--- src/rtl/abuf_feeder_if.sv ---
// abuf_feeder_if: SRAM read port plus activation-buffer row port between the feeder and its neighbours.
interface abuf_feeder_if #(
   parameter int ADDR_WIDTH = 10,
   parameter int DATA_WIDTH = 32
);
   logic                  sram_ren;
   logic [ADDR_WIDTH-1:0] sram_raddr;
   logic [DATA_WIDTH-1:0] sram_rdata;
   logic [DATA_WIDTH-1:0] out_data;
   logic                  out_data_vld;
   logic                  finish_row;
   modport master (
      output sram_ren, sram_raddr, out_data, out_data_vld,
      input  sram_rdata, finish_row
   );
   modport slave (
      input  sram_ren, sram_raddr, out_data, out_data_vld,
      output sram_rdata, finish_row
   );
endinterface

--- src/rtl/abuf_feeder.sv ---
// abuf_feeder: streams activation rows from SRAM into the activation buffer, one row per finish_row handshake.
// Define ABUF_FEEDER_PROTO_CHECK_EN to build the sticky proto_err checker; otherwise proto_err is tied low.
module abuf_feeder #(
   parameter int ADDR_WIDTH          = 10,
   parameter int ROW_CNT_WIDTH       = 8,
   parameter int MAC_MULT_NUM        = 4,
   parameter int IDATA_WIDTH         = 8,
   parameter int ABUF_EMBD_REG_DEPTH = 16,
   parameter int VEC_CNT_WIDTH       = $clog2(ABUF_EMBD_REG_DEPTH) + 1
) (
   input  logic                     clk,
   input  logic                     rst_n,
   input  logic                     start,
   input  logic [ADDR_WIDTH-1:0]    cfg_base_addr,
   input  logic [ROW_CNT_WIDTH-1:0] cfg_row_num,
   input  logic [VEC_CNT_WIDTH-1:0] cfg_vec_per_row,
   abuf_feeder_if.master            bus,
   output logic                     busy,
   output logic                     done,
   output logic                     proto_err
);
   localparam int DW = MAC_MULT_NUM * IDATA_WIDTH;
   typedef enum logic [1:0] {IDLE, ISSUE, WAIT_ROW, DONE} state_t;
   state_t                   state_q, state_d;
   logic [VEC_CNT_WIDTH-1:0] vpr_q, vpr_d, vec_q, vec_d;
   logic [ROW_CNT_WIDTH-1:0] rows_q, rows_d, row_q, row_d;
   logic [ADDR_WIDTH-1:0]    row_addr_q, row_addr_d, raddr_q, raddr_d, next_row_addr;
   logic                     ren_q, ren_d, ren_p_q, ren_p_d, vld_q, vld_d;
   logic [DW-1:0]            data_q, data_d;
   logic                     vec_last, row_last;
   // row_addr_q tracks base + row_idx*vec_per_row incrementally, so no multiplier is needed
   always_comb begin
      vec_last      = vec_q == vpr_q - 1'b1;
      row_last      = row_q == rows_q - 1'b1;
      next_row_addr = row_addr_q + ADDR_WIDTH'(vpr_q);
      state_d       = state_q;
      vpr_d         = vpr_q;
      rows_d        = rows_q;
      vec_d         = vec_q;
      row_d         = row_q;
      row_addr_d    = row_addr_q;
      raddr_d       = raddr_q;
      ren_d         = 1'b0;
      case (state_q)
         IDLE: if (start) begin
            vpr_d      = cfg_vec_per_row;
            rows_d     = cfg_row_num;
            row_addr_d = cfg_base_addr;
            raddr_d    = cfg_base_addr;
            row_d      = '0;
            vec_d      = '0;
            ren_d      = cfg_row_num != '0 && cfg_vec_per_row != '0;
            state_d    = ren_d ? ISSUE : DONE;
         end
         ISSUE: begin
            vec_d   = vec_last ? '0 : vec_q + 1'b1;
            ren_d   = !vec_last;
            raddr_d = vec_last ? raddr_q : raddr_q + 1'b1;
            state_d = vec_last ? WAIT_ROW : ISSUE;
         end
         WAIT_ROW: if (bus.finish_row) begin
            row_d      = row_q + 1'b1;
            ren_d      = !row_last;
            row_addr_d = next_row_addr;
            raddr_d    = next_row_addr;
            state_d    = row_last ? DONE : ISSUE;
         end
         default: state_d = IDLE;
      endcase
      ren_p_d = ren_q;
      vld_d   = ren_p_q;
      data_d  = ren_p_q ? bus.sram_rdata : '0;
   end
   always_ff @(posedge clk or negedge rst_n) begin
      if (!rst_n) begin
         state_q    <= IDLE;
         vpr_q      <= '0;
         rows_q     <= '0;
         vec_q      <= '0;
         row_q      <= '0;
         row_addr_q <= '0;
         raddr_q    <= '0;
         ren_q      <= 1'b0;
         ren_p_q    <= 1'b0;
         vld_q      <= 1'b0;
         data_q     <= '0;
      end else begin
         state_q    <= state_d;
         vpr_q      <= vpr_d;
         rows_q     <= rows_d;
         vec_q      <= vec_d;
         row_q      <= row_d;
         row_addr_q <= row_addr_d;
         raddr_q    <= raddr_d;
         ren_q      <= ren_d;
         ren_p_q    <= ren_p_d;
         vld_q      <= vld_d;
         data_q     <= data_d;
      end
   end
   assign bus.sram_ren     = ren_q;
   assign bus.sram_raddr   = raddr_q;
   assign bus.out_data     = data_q;
   assign bus.out_data_vld = vld_q;
   assign busy             = state_q != IDLE;
   assign done             = state_q == DONE;
`ifdef ABUF_FEEDER_PROTO_CHECK_EN
   logic proto_err_q, proto_err_d, stray_fin, bad_cfg, start_acc;
   // an accepted start clears old errors but still reports a bad config or stray pulse in that cycle
   always_comb begin
      start_acc   = state_q == IDLE && start;
      stray_fin   = bus.finish_row && state_q != WAIT_ROW;
      bad_cfg     = cfg_vec_per_row == '0 || 32'(cfg_vec_per_row) > 32'(ABUF_EMBD_REG_DEPTH);
      proto_err_d = start_acc ? (bad_cfg || stray_fin) : (proto_err_q || stray_fin);
   end
   always_ff @(posedge clk or negedge rst_n) begin
      if (!rst_n) proto_err_q <= 1'b0;
      else        proto_err_q <= proto_err_d;
   end
   assign proto_err = proto_err_q;
`else
   assign proto_err = 1'b0;
`endif
endmodule

--- src/flat_wrapper.sv ---
// flat-port wrapper written by rule: the top's interface ports become plain ports
module abuf_feeder_flat 
#(
   parameter int ADDR_WIDTH          = 10,
   parameter int ROW_CNT_WIDTH       = 8,
   parameter int MAC_MULT_NUM        = 4,
   parameter int IDATA_WIDTH         = 8,
   parameter int ABUF_EMBD_REG_DEPTH = 16,
   parameter int VEC_CNT_WIDTH       = $clog2(ABUF_EMBD_REG_DEPTH) + 1
)
  (clk, rst_n, start, cfg_base_addr, cfg_row_num, cfg_vec_per_row, busy, done, proto_err, bus_sram_ren, bus_sram_raddr, bus_out_data, bus_out_data_vld, bus_sram_rdata, bus_finish_row);
  abuf_feeder_if #(.ADDR_WIDTH(ADDR_WIDTH), .DATA_WIDTH(32)) bus_i ();
  input  logic clk;
  input  logic rst_n;
  input  logic start;
  input  logic [ADDR_WIDTH-1:0] cfg_base_addr;
  input  logic [ROW_CNT_WIDTH-1:0] cfg_row_num;
  input  logic [VEC_CNT_WIDTH-1:0] cfg_vec_per_row;
  output logic busy;
  output logic done;
  output logic proto_err;
  output wire logic [$bits(bus_i.sram_ren)-1:0] bus_sram_ren;
  output wire logic [$bits(bus_i.sram_raddr)-1:0] bus_sram_raddr;
  output wire logic [$bits(bus_i.out_data)-1:0] bus_out_data;
  output wire logic [$bits(bus_i.out_data_vld)-1:0] bus_out_data_vld;
  input wire logic [$bits(bus_i.sram_rdata)-1:0] bus_sram_rdata;
  input wire logic [$bits(bus_i.finish_row)-1:0] bus_finish_row;
  assign bus_sram_ren = bus_i.sram_ren;
  assign bus_sram_raddr = bus_i.sram_raddr;
  assign bus_out_data = bus_i.out_data;
  assign bus_out_data_vld = bus_i.out_data_vld;
  assign bus_i.sram_rdata = bus_sram_rdata;
  assign bus_i.finish_row = bus_finish_row;
  abuf_feeder #(.ADDR_WIDTH(ADDR_WIDTH), .ROW_CNT_WIDTH(ROW_CNT_WIDTH), .MAC_MULT_NUM(MAC_MULT_NUM), .IDATA_WIDTH(IDATA_WIDTH), .ABUF_EMBD_REG_DEPTH(ABUF_EMBD_REG_DEPTH), .VEC_CNT_WIDTH(VEC_CNT_WIDTH)) u_core (.clk(clk), .rst_n(rst_n), .start(start), .cfg_base_addr(cfg_base_addr), .cfg_row_num(cfg_row_num), .cfg_vec_per_row(cfg_vec_per_row), .bus(bus_i), .busy(busy), .done(done), .proto_err(proto_err));
endmodule
--- config.mk ---
export PLATFORM = sky130hd
export DESIGN_NAME = abuf_feeder_flat
export DESIGN_NICKNAME = d
export VERILOG_FILES = /design/src/rtl/abuf_feeder_if.sv /design/src/rtl/abuf_feeder.sv /design/src/flat_wrapper.sv
export SDC_FILE = /design/constraint.sdc
export NUM_CORES = 1
export LEC_CHECK = 0
export ABC_CLOCK_PERIOD_IN_PS = 2080
export BUFFER_PORTS_ARGS = -buffer_cell sky130_fd_sc_hd__buf_2
export CORE_ASPECT_RATIO = 1.25
export CORE_MARGIN = 4
export CORE_UTILIZATION = 45
export DETAILED_ROUTE_END_ITERATION = 8
export PLACE_DENSITY_LB_ADDON = 0.08
export SETUP_SLACK_MARGIN = 0.5
export SYNTH_ARGS = -nofsm -noshare
export SYNTH_HDL_FRONTEND = slang
export SYNTH_SLANG_ARGS = --single-unit
export TNS_END_PERCENT = 20
--- constraint.sdc ---
create_clock -name clk -period 2.08 [get_ports clk]
set_clock_uncertainty 0.05 [all_clocks]
set_input_delay 0 -clock clk [delete_from_list [all_inputs] [get_ports clk]]
set_output_delay 0 -clock clk [all_outputs]
set_load 0.005 [all_outputs]
## After elaboration in Yosys (flattened, before gate mapping)

Index checks and enable logic that the tools add are counted.

- Bits in registers: 83
- Latch bits: 0
- Bits in writable memories: 0
- Memory bits (read-only): 0
- Bits of input ports: 59
- Output and inout port bits: 47
- Word-level logic and storage cells: 61
- Memories: 0

- Add/sub/neg operators: 6
- Multiply operators: 0
- Divide/modulo/power cells: 0
- Order comparisons: 0
- Equality and inequality tests: 8
- Shift-type cells: 0
- Muxes and demuxes: 21
- Bitwise operators: 0
- Reductions and logical operators: 15

Operators with widths:

| operator | number |
|---|---|
| 32-bit 2-to-1 mux | 1 |
| 10-bit 2-to-1 mux | 3 |
| 10-bit case mux with 3 select lines | 1 |
| 10-bit case mux with 2 select lines | 1 |
| 8-bit 2-to-1 mux | 2 |
| 8-bit case mux with 2 select lines | 1 |
| 10-bit by 1-bit adder with 10-bit output (second input constant) | 1 |
| 10-bit by 5-bit adder with 10-bit output | 1 |
| 2-bit 2-to-1 mux | 5 |
| 5-bit 2-to-1 mux | 2 |
| 5-bit case mux with 2 select lines | 1 |
| 8-bit by 1-bit adder with 8-bit output (second input constant) | 1 |
| 8-bit == test | 1 |
| 8-bit nonzero test | 1 |
| 8-bit by 1-bit subtractor with 8-bit output (second input constant) | 1 |
| 2-bit inequality test (second input constant) | 3 |
| 2-bit case mux with 3 select lines | 1 |
| 2-bit AND reduction | 3 |
| 2-bit nonzero test | 3 |
| 5-bit by 1-bit adder with 5-bit output (second input constant) | 1 |
| 5-bit == test | 1 |
| 5-bit nonzero test | 1 |
| 5-bit by 1-bit subtractor with 5-bit output (second input constant) | 1 |
| 2-bit == test (second input constant) | 2 |
| other kinds (9) | 11 |

## Longest topological paths before layout

- Depth after elaboration: 5
- Depth in mapped cells: 11
- Gate-level depth less buffers: 9

## Worst setup path after synthesis

No wires, ideal clock.

- Kind: reg-to-reg
- Start: reg u_core.vpr_q[0]
- End: reg u_core.row_addr_q[8]
- Library setup time: 0.127 ns
- Data arrival time: 2.090 ns
- Data required time: 1.903 ns
- Setup slack: -0.187 ns
- Cell stages (with the launch flop): 10
- Buffers on the path: 0
- Period minus slack after synthesis: 2.267 ns
- Cells stage by stage: dfrtp_1 > ha_1 > inv_1 > fa_1 > nand2b_1 > a21oi_1 > o21ai_1 > mux2_1 > a222oi_1 > inv_1

- Word-level cells in the longest chain between the ends: 3

Ends and longest elaborated chain:

| what | RTL line | text |
|---|---|---|
| from (decl) | abuf_feeder.sv:25 | `logic [VEC_CNT_WIDTH-1:0] vpr_q, vpr_d, vec_q, vec_d;` |
| from (signal assigned) | abuf_feeder.sv:89 | `vpr_q <= vpr_d;` |
| 10-bit by 5-bit adder with 10-bit output | abuf_feeder.sv:35 | `next_row_addr = row_addr_q + ADDR_WIDTH'(vpr_q);` |
| 10-bit 2-to-1 mux | abuf_feeder.sv:61 | `WAIT_ROW: if (bus.finish_row) begin` |
| 10-bit case mux with 2 select lines | abuf_feeder.sv:44 | `case (state_q)` |
| to (signal assigned) | abuf_feeder.sv:93 | `row_addr_q <= row_addr_d;` |
| to (decl) | abuf_feeder.sv:27 | `logic [ADDR_WIDTH-1:0] row_addr_q, row_addr_d, raddr_q, raddr_d, next_row_addr;` |

Every way passes these cells. The select of a mux whose other input is x is not followed.
A chain may end at the register's enable or synchronous reset.

## Final worst setup path

- Start: reg u_core.vpr_q[0]
- End: reg u_core.raddr_q[8] (netlist: u_core.bus.sram_raddr[8])

- Word-level cells in the longest chain between the ends: 4
- Elaborated cells on any way between the ends: 7
- Classes of those cells: add/sub: 2; eq/ne: 2; mux: 2; reduce/logical: 1

Ends and longest elaborated chain:

| what | RTL line | text |
|---|---|---|
| 5-bit by 1-bit subtractor with 5-bit output | abuf_feeder.sv:33 | `vec_last = vec_q == vpr_q - 1'b1;` |
| 5-bit == test | abuf_feeder.sv:33 |  |
| 2-bit inequality test (no line) | - |  |
| 4-bit AND reduction (no line) | - |  |
| to (signal assigned) | abuf_feeder.sv:94 | `raddr_q <= raddr_d;` |
| to (decl) | abuf_feeder.sv:27 |  |

Several ways; a longest one is shown, not always the timed one. The select of a mux whose other input is x is not followed.

==> flow_summary.json <==
{
  "io-pin-count": 106,
  "grt_pass1_vias": 4033,
  "rsz0062_at_grt": "yes",
  "dr.pass1.iters": 4,
  "grt.overflow.total": 0,
  "cp_data_arrival_time_ns": 2.32,
  "fp.dieArea_sq_um": 11100,
  "drv_cap": 0,
  "synth.area.top_cells": "dfrtp_1, and2_1, xnor2_1",
  "cp-end-kind": "register",
  "ctsLongestPathBuffers": 2,
  "drtIter0Drc": 145,
  "met1Wirelength_mm": 5.07,
  "vias_per_cell": 5.20,
  "routed.top_layer": "met4",
  "fmax_mhz": 464,
  "slowest_stage": "dfrtp_1",
  "die_y_microns": 117,
  "synth.most_common_cell": "dfrtp_1",
  "wl_mm": 12.5,
  "fin_crit_ns": 2.15,
  "finalSetupViolations": 5,
  "fillCellCount": 659,
  "die_w_microns": 94.9,
  "fin_util": 0.718,
  "wire_per_inst_microns": 16.7,
  "path_max_fanout": 3,
  "nets": 697,
  "crit_path_cell_trace": "ha_2, inv_2, fa_2, nand2b_4, a21oi_4, o21ai_4, buf_4, xnor2_1, a221oi_2, o22ai_1",
  "relSlewSlack": 0.553,
  "syn_inst": 415,
  "dr_wl_met3_microns": 734,
  "violations": "negative setup slack",
  "placed_cell_area_sq_um": 5220,
  "holdCritStartpoint": "start",
  "cts_buffers": 9,
  "num_vias": 3908,
  "antenna_found_initial": 0,
  "drive_gt1_frac": 0.392,
  "n_antenna_cell": 0,
  "cp-startpoint": "u_core.vpr_q[0]$_DFFE_PN0P_",
  "grt_max_degree": 46,
  "r2r_start": "u_core.vpr_q[0]$_DFFE_PN0P_",
  "maxSlewViolCount": 0,
  "grt.total_usage": 0.232,
  "yosys_warnings": 0,
  "wl_met2_mm": 6.42,
  "p_leak_nw": 3.13,
  "ir_worst_vdd_v": 0.000927,
  "ff_latch_area_sq_um": 2080,
  "tightest_slew_ns": 0.670,
  "rows": 39,
  "synth_edf_count": 0,
  "synth-seq-area-share": 0.489,
  "portBuffers": 104,
  "cts_sinks": 83,
  "final.period_utilization": 1.04,
  "grt_pass1_wl_mm": 19.7,
  "max_stage_delay_ns": 0.38,
  "synth_top_area_frac": 0.489,
  "synth.largest_area_cell": "dfrtp_1",
  "fin_area_sq_um": 6580,
  "drc_errors": 0,
  "htree_num_levels": 3,
  "fin_ws_ns": -0.0749,
  "synthFlopType": "dfrtp_1",
  "synth_cell_type_count": 56,
  "start_util": 0.463,
  "synth_common_cells": "dfrtp_1, and2_1, nand2_1, nor2_1, xnor2_1",
  "clk_pin_slew_ns": 0.06,
  "postSynthAreaPerCell_sq_um": 10.2,
  "ys_ff_latch": 83,
  "power_density_nw_per_um2": 1510,
  "syn_area_sq_um": 4250,
  "gp_congestion": 0.928,
  "syn_nets": 489,
  "async_flop_share": 1.00,
  "fp.coreArea_sq_um": 9170,
  "cp_data_required_time_ns": 2.24,
  "cts_tree": "done",
  "cts-root-buf": "clkbuf_16",
  "dp_hpwl_mm": 8.40,
  "path_class": "reg2reg",
  "startpoint_type": "register",
  "hold_viol_final": 0,
  "ant_nets": 0,
  "outcome": "finished, violations left",
  "min_path_type": "in2reg",
  "multi_input_area_sq_um": 2430,
  "syn_to_final_growth_pct": 55.0,
  "insertion_delay_ns": 0.34
}
## metrics by stage
stage	std cells	hold WS [ns]	power, mW	setup slack [ns]	TNS (ns)
2_1_floorplan	415	-0.346	5.30	-0.0297	-0.0412
3_3_place_gp	667	-0.0304	6.80	-0.0443	-0.0781
3_5_place_dp	667	-0.0319	6.90	-0.0962	-0.356
4_1_cts	745	0.0154	9.48	-0.0397	-0.0597
5_1_grt	751	0.00869	10.6	-0.196	-1.37
6_report	751	0.0205	9.93	-0.0749	-0.244
## cell usage in the layout (no fill, tap or decap), drive strengths merged, types with 4 or more instances in the layout
| cell | n |
|---|---|
| a21o | 5 |
| a21oi | 11 |
| a221oi | 5 |
| a22oi | 4 |
| and2 | 33 |
| and3 | 5 |
| buf | 157 |
| clkbuf | 10 |
| dfrtp | 83 |
| dlygate4sd3 | 56 |
| ha | 14 |
| inv | 17 |
| mux2 | 14 |
| nand2 | 32 |
| nand2b | 8 |
| nand3 | 15 |
| nand4 | 4 |
| nor2 | 27 |
| nor3 | 10 |
| o211ai | 5 |
| o21ai | 22 |
| o31ai | 5 |
| xnor2 | 21 |
| xor2 | 12 |
## flip-flops by register name, summed over array words and instances (netlist names)
signal / flops
u_core.row_addr_q: 10
u_core.bus.sram_ren: 1
u_core.vec_q: 5
u_core.bus.out_data_vld: 1
u_core.rows_q: 8
u_core.bus.sram_raddr: 10
u_core.vpr_q: 5
u_core.row_q: 8
u_core.state_q: 2
u_core.bus.out_data: 32
u_core.ren_p_q: 1
## worst paths after layout
path	slack, ns	end	depth (start not counted)
setup / recovery	-0.07	u_core.bus.sram_raddr[8]$_DFFE_PN0P_	10
hold reg to reg	0.36	u_core.ren_p_q$_DFF_PN0_	0
min in group asynchronous	0.13	u_core.bus.out_data[19]$_DFF_PN0_	2
setup reg to reg	-0.07	u_core.bus.sram_raddr[8]$_DFFE_PN0P_	10
max in group asynchronous	1.18	u_core.row_addr_q[9]$_DFFE_PN0P_	3
hold / removal	0.02	u_core.row_addr_q[2]$_DFFE_PN0P_	3
## report_power, final
group	internal (mW)	switching, mW
Combinational	2.75	2.58
Clock	1.18	0.643
Sequential	2.19	0.598
## metal layers
layer  vias up  track usage
met2       131        0.418
met4         0       0.0943
li1       1878            -
met3        24       0.0457
met5         -            0
met1      1875        0.266
## cells by family (layout without fill, tap and decap cells)
family	Yosys count	count (layout)	synth area share
compound gates	87	87	0.142
xor+xnor	33	33	0.0681
fa+ha+maj	15	15	0.0460
buf+inv	32	245	0.0298
flops	83	83	0.489
mux	16	16	0.0418
other cells	1	1	0.000883
simple gates	148	148	0.182
## area by class of cell
| class | instances | area share |
|---|---|---|
| flip-flops and latches | 83 | 0.316 |
| inverters | 16 | 0.00950 |
| multi-input cells | 300 | 0.369 |
| clock buffers | 10 | 0.0348 |
| clock inverters | 6 | 0.0169 |
| repair buffers | 213 | 0.230 |
| well taps | 123 | 0.0234 |
## worst max-delay path, delay by kind of cell (launching register included)
family	cells	cell delay [ns]
xor+xnor	1	0.14
fa+ha+maj	2	0.53
simple gates	1	0.16
flops	1	0.38
compound gates	4	0.61
buf+inv	2	0.18
## timing repair
action	4_1_cts	5_1_grt
gates resized for setup	49	31
hold buffers	56	0
cloned	1	0
pin swaps	28	20
setup endpoints to repair	49	49
setup buffers	5	6
hold endpoints to repair	108	0
Power figures use the tool's default switching activity.
